`src/rtl/i2c_seq_pkg.sv`:
```
// Shared types and defaults for the I2C write sequencer.
package i2c_seq_pkg;

  localparam int LEN_W_DEF       = 4;
  localparam int TIMEOUT_CYC_DEF = 20000;
  localparam int TO_W_DEF        = 15;

  // R/W bit appended to the 7-bit slave address; this block only writes.
  localparam logic ADDR_WR_BIT = 1'b0;

  typedef enum logic [3:0] {
    S_IDLE,
    S_WAIT_MRDY,
    S_START,
    S_WAIT_BUSY,
    S_WAIT_HOLD,
    S_LOAD,
    S_WAIT_TXD,
    S_WAIT_ACK,
    S_FETCH,
    S_STOP,
    S_WAIT_SBUSY,
    S_WAIT_IDLE,
    S_DONE
  } seq_state_e;

  // States in which the sequencer waits on the master and the watchdog runs.
  function automatic logic is_wait_state(input seq_state_e s);
    return s inside {S_WAIT_MRDY, S_WAIT_BUSY, S_WAIT_HOLD, S_WAIT_TXD,
                     S_WAIT_ACK, S_WAIT_SBUSY, S_WAIT_IDLE};
  endfunction

endpackage

```
`src/rtl/i2c_seq_watchdog.sv`:
```
// Per-state watchdog: counts cycles while enabled, restarts on every state
// change, and flags expiry once TIMEOUT_CYC cycles have been spent.
module i2c_seq_watchdog #(
  parameter int TIMEOUT_CYC = 20000,
  parameter int TO_W        = 15
) (
  input  logic clk,
  input  logic reset,
  input  logic clear,
  input  logic enable,
  output logic expire
);

  localparam logic [TO_W-1:0] LAST = TO_W'(TIMEOUT_CYC - 1);

  logic [TO_W-1:0] cnt;

  // Cycle counter; saturates at LAST so it can never wrap.
  always_ff @(posedge clk or posedge reset) begin
    if (reset) begin
      cnt <= '0;
    end else if (clear || !enable) begin
      cnt <= '0;
    end else if (cnt != LAST) begin
      cnt <= cnt + TO_W'(1);
    end
  end

  assign expire = enable && (cnt == LAST);

endmodule

```
`src/rtl/i2c_write_sequencer.sv`:
```
// Write-transaction controller in front of the I2C byte master.
//
// Handshakes: a command is taken on the cycle cmd_valid & cmd_ready are both
// high; a payload byte is taken on the cycle wr_valid & wr_ready are both high.
// The upstream source must hold wr_valid/wr_data stable until that cycle.
// wr_ready is a registered one-cycle pulse raised only in S_FETCH, the cycle
// after wr_valid is seen, so there is no input-to-output combinational path.
module i2c_write_sequencer
  import i2c_seq_pkg::*;
#(
  parameter int LEN_W       = LEN_W_DEF,
  parameter int TIMEOUT_CYC = TIMEOUT_CYC_DEF,
  parameter int TO_W        = TO_W_DEF
) (
  input  logic             clk,
  input  logic             reset,
  input  logic             cmd_valid,
  output logic             cmd_ready,
  input  logic [6:0]       cmd_addr,
  input  logic [LEN_W-1:0] cmd_len,
  input  logic             wr_valid,
  input  logic [7:0]       wr_data,
  output logic             wr_ready,
  output logic             busy,
  output logic             done,
  output logic             err,
  output logic             m_start,
  output logic             m_stop,
  output logic             m_i2c_en,
  output logic [7:0]       m_tx_data,
  input  logic             m_ready,
  input  logic             m_tx_done,
  output seq_state_e       dbg_state
);

  seq_state_e       state;
  seq_state_e       state_next;
  logic [7:0]       byte_reg;
  logic [LEN_W-1:0] remaining;
  logic             err_flag;
  logic             wr_ready_q;
  logic             wd_expire;

  i2c_seq_watchdog #(
    .TIMEOUT_CYC (TIMEOUT_CYC),
    .TO_W        (TO_W)
  ) u_watchdog (
    .clk    (clk),
    .reset  (reset),
    .clear  (state_next != state),
    .enable (is_wait_state(state)),
    .expire (wd_expire)
  );

  // State register.
  always_ff @(posedge clk or posedge reset) begin
    if (reset) begin
      state <= S_IDLE;
    end else begin
      state <= state_next;
    end
  end

  // Datapath: byte register, remaining count, error flag and pop strobe.
  always_ff @(posedge clk or posedge reset) begin
    if (reset) begin
      byte_reg   <= 8'hFF;
      remaining  <= '0;
      err_flag   <= 1'b0;
      wr_ready_q <= 1'b0;
    end else begin
      wr_ready_q <= 1'b0;
      case (state)
        S_IDLE: begin
          if (cmd_valid) begin
            byte_reg  <= {cmd_addr, ADDR_WR_BIT};
            remaining <= cmd_len;
          end
        end
        S_FETCH: begin
          if (!wr_ready_q && wr_valid) begin
            wr_ready_q <= 1'b1;
          end
          if (wr_ready_q && wr_valid) begin
            byte_reg <= wr_data;
            if (remaining != '0) begin
              remaining <= remaining - LEN_W'(1);
            end
          end
        end
        S_DONE: err_flag <= 1'b0;
        default: ;
      endcase
      if (wd_expire) begin
        err_flag <= 1'b1;
      end
    end
  end

  // Next-state logic; a watchdog expiry overrides the normal wait exit.
  always_comb begin
    state_next = state;
    case (state)
      S_IDLE:       if (cmd_valid) state_next = S_WAIT_MRDY;
      S_WAIT_MRDY:  if (wd_expire) state_next = S_STOP;
                    else if (m_ready) state_next = S_START;
      S_START:      state_next = S_WAIT_BUSY;
      S_WAIT_BUSY:  if (wd_expire) state_next = S_STOP;
                    else if (!m_ready) state_next = S_WAIT_HOLD;
      S_WAIT_HOLD:  if (wd_expire) state_next = S_STOP;
                    else if (m_ready) state_next = S_LOAD;
      S_LOAD:       state_next = S_WAIT_TXD;
      S_WAIT_TXD:   if (wd_expire) state_next = S_STOP;
                    else if (m_tx_done) state_next = S_WAIT_ACK;
      S_WAIT_ACK: begin
        if (wd_expire) state_next = S_STOP;
        else if (m_ready) state_next = (remaining == '0) ? S_STOP : S_FETCH;
      end
      S_FETCH:      if (wr_ready_q && wr_valid) state_next = S_LOAD;
      S_STOP:       state_next = S_WAIT_SBUSY;
      S_WAIT_SBUSY: if (wd_expire) state_next = S_DONE;
                    else if (!m_ready) state_next = S_WAIT_IDLE;
      S_WAIT_IDLE:  if (wd_expire) state_next = S_DONE;
                    else if (m_ready) state_next = S_DONE;
      S_DONE:       state_next = S_IDLE;
      default:      state_next = S_IDLE;
    endcase
  end

  // Moore output decode from the registered state.
  always_comb begin
    cmd_ready = 1'b0;
    busy      = 1'b0;
    done      = 1'b0;
    err       = 1'b0;
    m_start   = 1'b0;
    m_stop    = 1'b0;
    m_i2c_en  = 1'b0;
    case (state)
      S_IDLE:  cmd_ready = 1'b1;
      S_DONE: begin
        done = 1'b1;
        err  = err_flag;
      end
      S_START: begin
        busy     = 1'b1;
        m_start  = 1'b1;
        m_i2c_en = 1'b1;
      end
      S_LOAD: begin
        busy     = 1'b1;
        m_i2c_en = 1'b1;
      end
      S_STOP: begin
        busy     = 1'b1;
        m_stop   = 1'b1;
        m_i2c_en = 1'b1;
      end
      default: busy = 1'b1;
    endcase
  end

  assign m_tx_data = byte_reg;
  assign wr_ready  = wr_ready_q;
  assign dbg_state = state;

endmodule

```
`config.mk`:
```
export PLATFORM = sky130hd
export DESIGN_NAME = i2c_write_sequencer
export DESIGN_NICKNAME = d
export VERILOG_FILES = /design/src/rtl/i2c_seq_pkg.sv /design/src/rtl/i2c_seq_watchdog.sv /design/src/rtl/i2c_write_sequencer.sv
export SDC_FILE = /design/constraint.sdc
export NUM_CORES = 1
export LEC_CHECK = 0
export BUFFER_PORTS_ARGS = -buffer_cell sky130_fd_sc_hd__buf_4
export CAP_MARGIN = 5
export CORE_MARGIN = 4
export CORE_UTILIZATION = 61
export CTS_BUF_LIST = sky130_fd_sc_hd__clkbuf_8
export DETAILED_ROUTE_END_ITERATION = 8
export GPL_TIMING_DRIVEN = 0
export PLACE_DENSITY = 0.89
export SLEW_MARGIN = 5
export SYNTH_ARGS = -nofsm -noshare
export SYNTH_HDL_FRONTEND = slang
export SYNTH_SLANG_ARGS = --single-unit
```
`constraint.sdc`:
```
create_clock -name clk -period 3.6 [get_ports clk]
set_clock_uncertainty 0.1 [all_clocks]
set_input_delay 0.36 -clock clk [delete_from_list [all_inputs] [get_ports clk]]
set_output_delay 0.36 -clock clk [all_outputs]
set_load 0.005 [all_outputs]
```
==> results of run 1 <==
==> registers in the layout, indices dropped and copies added, names as in the netlist <==
register / count
dbg_state: 4
err_flag: 1
m_tx_data: 8
remaining: 4
u_watchdog.cnt: 15
wr_ready: 1
==> Yosys cell counts, types with 7 or more instances <==
library cell | count | area [um2]
dfstp_2 | 8 | 210
inv_1 | 7 | 26.3
nor2_1 | 9 | 33.8
xor2_1 | 7 | 61.3
a21oi_2 | 10 | 87.6
o21ai_0 | 16 | 80.1
dfrtp_1 | 25 | 626
a21oi_1 | 18 | 90.1
nand2_1 | 27 | 101
mux2i_1 | 8 | 80.1
nand3_1 | 10 | 50.1
==> power by group through the flow <==
stage / logic [mW] / registers (mW) / clock network (mW)
after floorplan: 0.691 / 0.566 / 0
after global placement: 0.967 / 0.568 / 0
after detailed placement: 0.990 / 0.574 / 0
after CTS: 0.997 / 0.568 / 0.365
after global routing: 1.10 / 0.584 / 0.382
final: 1.00 / 0.569 / 0.355
==> metal layers <==
layer,up-vias,wire length (um),GRT usage
li1,946,-,-
met1,933,2030,0.273
met2,53,2660,0.406
met3,10,263,0.0532
met4,0,91,0.101
met5,-,0,0
==> critical path: stages (launching register included) <==
cell and delay, ps:
dfrtp_1 400, ha_1 210, and4_1 250, nand4_1 170, a2111o_1 540, mux2i_4 250, a211o_4 390, buf_12 160
a21oi_2 140
==> per-stage QoR <==
step,cell area (um2),power [mW],utilization,std cells,hold slack (ps)
floorplan,2170,1.26,-,235,351
global placement,2550,1.54,0.754,324,344
detailed placement,2550,1.56,0.754,324,352
CTS,2670,1.93,0.788,332,171
global route,2710,2.07,0.799,334,167
finish,2710,1.93,0.799,334,180
==> final cells by class <==
cell class              instances  share of cell area
well taps                      46              0.0212
multi-input cells             182               0.447
clock buffers                   6              0.0305
inverters                       7             0.00970
repair buffers                 45               0.133
clock inverters                 2              0.0125
flip-flops and latches         33               0.309
plain buffers                  13              0.0379
==> how the worst min path moves through the flow <==
stage | end | slack [ps] | depth (start not counted)
after floorplan | m_tx_data[0]$_DFFE_PP1P_ | 350 | 2
after global placement | wr_ready$_DFF_PP0_ | 340 | 1
after detailed placement | wr_ready$_DFF_PP0_ | 350 | 1
after CTS | m_tx_data[0]$_DFFE_PP1P_ | 170 | 3
after global routing | m_tx_data[0]$_DFFE_PP1P_ | 170 | 3
final | m_tx_data[0]$_DFFE_PP1P_ | 180 | 3
==> logic make-up (layout without fill, tap and decap cells) <==
group,after synthesis,after routing,synth area share
DFF,33,33,0.384
buffers and inverters,20,73,0.0593
adders and majority gates,2,2,0.0115
muxes,9,9,0.0472
xor gates and xnor gates,10,10,0.0403
and+or+nand+nor,96,96,0.261
AOI/OAI and AO/OA,65,65,0.197
==> results.sh, run 1 <==
export IMPL_status="complete, no violations"
export IMPL_cp_startpoint="u_watchdog.cnt[0]$_DFFE_PP0P_"
export IMPL_max_freq_mhz=370
export IMPL_syn_area_per_cell_um2=9.25
export IMPL_die_w_um=67.7
export IMPL_regArea_um2=836
export IMPL_port_buffers=43
export IMPL_r2r_end="u_watchdog.cnt[14]$_DFFE_PP0P_"
export IMPL_path_class="flop to flop"
export IMPL_core_area_um2=3390
export IMPL_setup_violations=0
export IMPL_gp_congestion=0.892
export IMPL_pwr_share_clk=0.185
export IMPL_p_seq_frac=0.296
export IMPL_diodes=0
export IMPL_drc=0
export IMPL_critPathCapture="u_watchdog.cnt[14]$_DFFE_PP0P_"
export IMPL_seq_area_frac_synth=0.384
export IMPL_cts_resized=0
export IMPL_antenna_found_initial=0
export IMPL_synthesis_area_um2=2170
export IMPL_power_leakage_nw=1.15
export IMPL_rr_startpoint="u_watchdog.cnt[0]$_DFFE_PP0P_"
export IMPL_comb_power_share=0.520
export IMPL_r2r_cells=8
export IMPL_final_common_cell="buf_4"
export IMPL_slew_headroom=0.459
export IMPL_cts_buffer_depth=2
export IMPL_switching_share=0.397
export IMPL_start_kind="flop"
export IMPL_grt_max_degree=34
export IMPL_cts_setup_buffers=0
export IMPL_rsz0062_at_grt="no"
export IMPL_layout_common_cells="buf_4 (44), nand2_1 (27), dfrtp_1 (25)"
export IMPL_period_share=0.750
export IMPL_cellPowerDensity_nw_per_um2=711
export IMPL_synthCells=235
export IMPL_cts_sinks=33
export IMPL_via_per_inst=5.81
export IMPL_synth_cell_types=54
export IMPL_dp_hpwl_um=3680
export IMPL_tightest_slew_ps=807
export IMPL_crit_path_max_fanout=10
export IMPL_area_growth_pct=24.6
export IMPL_grt_util_all_layers=0.234
export IMPL_required_ps=3710
export IMPL_htreeDepth=2
export IMPL_drv_cap=0
export IMPL_start_util=0.642
export IMPL_arrival_ps=2810
export IMPL_ir_worst_vdd_mv=0.385
export IMPL_die_area_um2=4580
export IMPL_post_place_ws_ps=939
export IMPL_cts_inserted_buffers=5
export IMPL_final_layout_size_suffix_gt1_frac=0.316
export IMPL_syn_nets=262
export IMPL_synth_ff_type="dfrtp_1"
export IMPL_critPathCaptureType="flop"
export IMPL_io_pins=45
export IMPL_ctsHoldBuffers=0
export IMPL_reg2reg_slack_ps=900
export IMPL_hp_class="input pin to flop"
export IMPL_clk_latency_ps=280
export IMPL_slew_viol_final=0
export IMPL_synth_seq_cells=33
export IMPL_hold_violations=0
export IMPL_cts_tree="built"
export IMPL_clockRootBuffer="clkbuf_8"
export IMPL_fill_cells=229
export IMPL_grt_pass1_vias=1791
export IMPL_finalCriticalPeriod_ps=2700
export IMPL_p_switching_mw=0.764
export IMPL_p_int_mw=1.16
export IMPL_drt_iter0_markers=138
export IMPL_nNetsFinal=314
export IMPL_path_clk_slew_ps=70
export IMPL_die_h_um=67.7
export IMPL_wl_um=5040
export IMPL_overflow=0
export IMPL_std_cell_rows=21
export IMPL_multi_input_area_um2=1210
export IMPL_ys_async_sr_fraction=1.00
export IMPL_ant_nets=0
export IMPL_synth_edf_count=0
export IMPL_first_pass_iters=5
export IMPL_hp_start="wr_data[0]"
export IMPL_setup_slack_ps=900
export IMPL_vias=1942
export IMPL_wl_per_cell_um=15.1
export IMPL_yosysWarningCount=0
export IMPL_grt_pass1_wl_um=8000
export IMPL_fin_tns_setup_ps=0
Power figures use the tool's default switching activity.
==> run 2, diff against run 1 <==
--- a/config.mk
+++ b/config.mk
@@ -5,14 +5,15 @@
 export SDC_FILE = /design/constraint.sdc
 export NUM_CORES = 1
 export LEC_CHECK = 0
+export ABC_AREA = 1
 export BUFFER_PORTS_ARGS = -buffer_cell sky130_fd_sc_hd__buf_4
 export CAP_MARGIN = 5
 export CORE_MARGIN = 4
-export CORE_UTILIZATION = 61
+export CORE_UTILIZATION = 57
 export CTS_BUF_LIST = sky130_fd_sc_hd__clkbuf_8
 export DETAILED_ROUTE_END_ITERATION = 8
 export GPL_TIMING_DRIVEN = 0
-export PLACE_DENSITY = 0.89
+export PLACE_DENSITY = 0.84
 export SLEW_MARGIN = 5
 export SYNTH_ARGS = -nofsm -noshare
 export SYNTH_HDL_FRONTEND = slang
==> constraint.sdc (replaced) <==
create_clock -name clk -period 2.6 [get_ports clk]
set_clock_uncertainty 0.1 [all_clocks]
set_input_delay 0.26 -clock clk [delete_from_list [all_inputs] [get_ports clk]]
set_output_delay 0.26 -clock clk [all_outputs]
set_load 0.005 [all_outputs]
==> run 2 against run 1 <==
The run now ends with negative hold slack left. Worst hold slack worse by 200 ps. Critical path depth is 7 higher. Register-to-register slack worse by 640 ps. Final cell count is 19% higher. Die area is 5.4% higher. Routed wire length is 3.3% higher. Sequential power is 38% higher. Critical path type unchanged. Largest power group unchanged.
==> results.sh, run 2 <==
export IMPL_status="finished, violations left"
export IMPL_violations="negative hold slack"
export IMPL_finalCriticalPeriod_ps=2340
export IMPL_slew_headroom=0.548
export IMPL_gp_congestion=0.880
export IMPL_crit_path_max_fanout=10
export IMPL_hold_violations=25
export IMPL_cts_setup_buffers=0
export IMPL_p_switching_mw=1.04
export IMPL_yosys_area_top_type_share=0.290
export IMPL_r2r_end="u_watchdog.cnt[11]$_DFFE_PP0P_"
export IMPL_io_pins=45
export IMPL_yosysWarningCount=0
export IMPL_cellPowerDensity_nw_per_um2=914
export IMPL_max_stage_delay_ps=410
export IMPL_synth_common_cells="nand2_1 (86), nor2_1 (49), inv_1 (30), dfrtp_1 (25), nand3_1 (14)"
export IMPL_fin_tns_setup_ps=0
export IMPL_synthTopCellsByArea="dfrtp_1 (29%), nand2_1 (15%), dfstp_2 (9.7%)"
export IMPL_path_class="flop to flop"
export IMPL_cts_resized=0
export IMPL_gr_max_usage_layer="met2"
export IMPL_fill_cells=319
export IMPL_synth_seq_cells=33
export IMPL_first_pass_iters=5
export IMPL_area_growth_pct=22.4
export IMPL_seq_area_frac_synth=0.387
export IMPL_std_cell_rows=22
export IMPL_cts_tree="built"
export IMPL_p_seq_frac=0.325
export IMPL_p_int_mw=1.37
export IMPL_arrival_ps=2410
export IMPL_rsz0062_at_grt="no"
export IMPL_required_ps=2670
export IMPL_grt_pass1_wl_um=9090
export IMPL_die_area_um2=4830
export IMPL_dp_hpwl_um=3980
export IMPL_vias=2061
export IMPL_wl_per_cell_um=13.1
export IMPL_drt_iter0_markers=172
export IMPL_pwr_share_clk=0.169
export IMPL_critPathCapture="u_watchdog.cnt[11]$_DFFE_PP0P_"
export IMPL_port_buffers=44
export IMPL_die_w_um=69.5
export IMPL_reg2reg_slack_ps=260
export IMPL_cp_startpoint="u_watchdog.cnt[0]$_DFFE_PP0P_"
export IMPL_power_leakage_nw=1.27
export IMPL_path_clk_slew_ps=70
export IMPL_start_kind="flop"
export IMPL_grt_use_met3=0.0594
export IMPL_comb_power_share=0.507
export IMPL_largest_register_ffs=15
export IMPL_drv_cap=0
export IMPL_ctsHoldBuffers=0
export IMPL_synth_cell_types=30
export IMPL_tightest_slew_ps=678
export IMPL_antenna_found_initial=0
export IMPL_rr_startpoint="u_watchdog.cnt[0]$_DFFE_PP0P_"
export IMPL_max_freq_mhz=427
export IMPL_hold_ws_ps=-24.3
export IMPL_cts_buffer_depth=2
export IMPL_ant_nets=0
export IMPL_synthCells=297
export IMPL_cts_inserted_buffers=5
export IMPL_r2r_cells=15
export IMPL_cpMaxStageDelayCell="dfrtp_1"
export IMPL_hp_class="input pin to async pin"
export IMPL_htreeDepth=2
export IMPL_synthesis_area_um2=2160
export IMPL_layout_common_cells="nand2_1 (86), nor2_1 (49), buf_4 (45)"
export IMPL_ys_async_sr_fraction=1.00
export IMPL_via_per_inst=5.19
export IMPL_clockRootBuffer="clkbuf_8"
export IMPL_setup_violations=0
export IMPL_synth_edf_count=0
export IMPL_switching_share=0.431
export IMPL_grt_util_all_layers=0.230
export IMPL_wl_um=5210
export IMPL_final_layout_size_suffix_gt1_frac=0.264
export IMPL_synth_ff_type="dfrtp_1"
export IMPL_clk_latency_ps=290
export IMPL_regMostFlops="u_watchdog.cnt"
export IMPL_ir_worst_vdd_mv=0.444
export IMPL_grt_use_met1=0.302
export IMPL_drc=0
export IMPL_syn_nets=324
export IMPL_synth_area_leader_cell="dfrtp_1"
export IMPL_overflow=0
export IMPL_core_area_um2=3660
export IMPL_syn_area_per_cell_um2=7.26
export IMPL_path_common_cell="nand2_1"
export IMPL_slew_viol_final=0
export IMPL_nNetsFinal=375
export IMPL_die_h_um=69.5
export IMPL_worstPathCellList="ha_1 -> inv_1 -> nor2_2 -> nand2_1 -> nor2_1 -> nand2_2 -> nand3_1 -> nand2_1 -> nor2_1 -> nand2_1 -> nand2_1 -> nand2_2 -> nand2_4 -> buf_12 -> nor2_4"
export IMPL_start_util=0.589
export IMPL_diodes=0
export IMPL_yosysMostFrequentCell="nand2_1"
export IMPL_critPathCaptureType="flop"
export IMPL_grt_max_degree=34
export IMPL_met2_usage=0.372
export IMPL_cts_sinks=33
export IMPL_period_share=0.900
export IMPL_grt_pass1_vias=2039
export IMPL_finalPower_mw=2.41
export IMPL_final_common_cell="nand2_1"
==> run 2: cell types whose count changed in the layout (fill, tap and decap cells not counted), sizes merged, moves of 8 or more <==
cell   before  now
nor2       10   65
a21oi      28    4
a31oi       1    9
mux2i       9    0
inv         7   36
o21ai      20    9
nand2      27   91
==> run 2: area by class of cell <==
class / instances / area, um2 / area share
Timing Repair Buffer: 44 / 330 / 0.125
Clock buffer: 6 / 82.6 / 0.0313
Buffer: 4 / 35.0 / 0.0133
Sequential cell: 33 / 836 / 0.316
Inverter: 36 / 135 / 0.0512
Tap cell: 48 / 60.1 / 0.0227
Multi-Input combinational cell: 224 / 1150 / 0.436
Clock inverter: 2 / 11.3 / 0.00426
==> run 2: worst max-delay path, delay by kind of cell, from the launching register on <==
| family | cells | cell delay, ps |
|---|---|---|
| AND/OR/NAND/NOR | 12 | 1250 |
| flip-flops | 1 | 410 |
| buffers and inverters | 2 | 240 |
| adder cells (fa/ha/maj) | 1 | 200 |
==> run 2: kinds of logic (layout without fill, tap and decap cells) <==
family	Yosys count	after routing	share of synthesized area
simple gates	185	185	0.405
buf+inv	40	92	0.0789
flops	33	33	0.387
compound gates	25	25	0.0684
xor+xnor	12	12	0.0487
fa+ha+maj	2	2	0.0116
==> run 2: power groups by stage <==
stage | combinational (mW) | clock [mW] | sequential (mW)
6_report | 1.22 | 0.407 | 0.784
4_1_cts | 1.23 | 0.410 | 0.780
2_1_floorplan | 0.825 | 0 | 0.775
3_5_place_dp | 1.22 | 0 | 0.785
5_1_grt | 1.37 | 0.438 | 0.801
3_3_place_gp | 1.21 | 0 | 0.782
==> run 2: metal layers <==
metal / share of wire / vias to the layer above
met5: 0 / -
met1: 0.43 / 948
met3: 0.070 / 10
li1: - / 1037
met4: 0.015 / 0
met2: 0.48 / 66
==> run 2: worst min path at each step <==
| stage | slack, ps | startpoint | endpoint | depth (start not counted) |
|---|---|---|---|---|
| detailed placement | 370 | wr_ready$_DFF_PP0_ | wr_ready$_DFF_PP0_ | 1 |
| global route | 40 | reset | u_watchdog.cnt[1]$_DFFE_PP0P_ | 2 |
| CTS | 100 | wr_data[5] | m_tx_data[5]$_DFFE_PP1P_ | 3 |
| global placement | 370 | wr_ready$_DFF_PP0_ | wr_ready$_DFF_PP0_ | 1 |
| floorplan | 270 | wr_data[0] | m_tx_data[0]$_DFFE_PP1P_ | 2 |
| finish | -20 | reset | u_watchdog.cnt[1]$_DFFE_PP0P_ | 2 |
==> run 2: stage by stage <==
step	cell area, um2	hold WS [ps]	util	std cells	worst slack (ps)
2_1_floorplan	2160	270	-	297	591
3_3_place_gp	2550	365	0.696	389	332
3_5_place_dp	2550	374	0.696	389	286
4_1_cts	2640	103	0.721	397	260
5_1_grt	2640	44.3	0.721	397	29.8
6_report	2640	-24.3	0.721	397	259
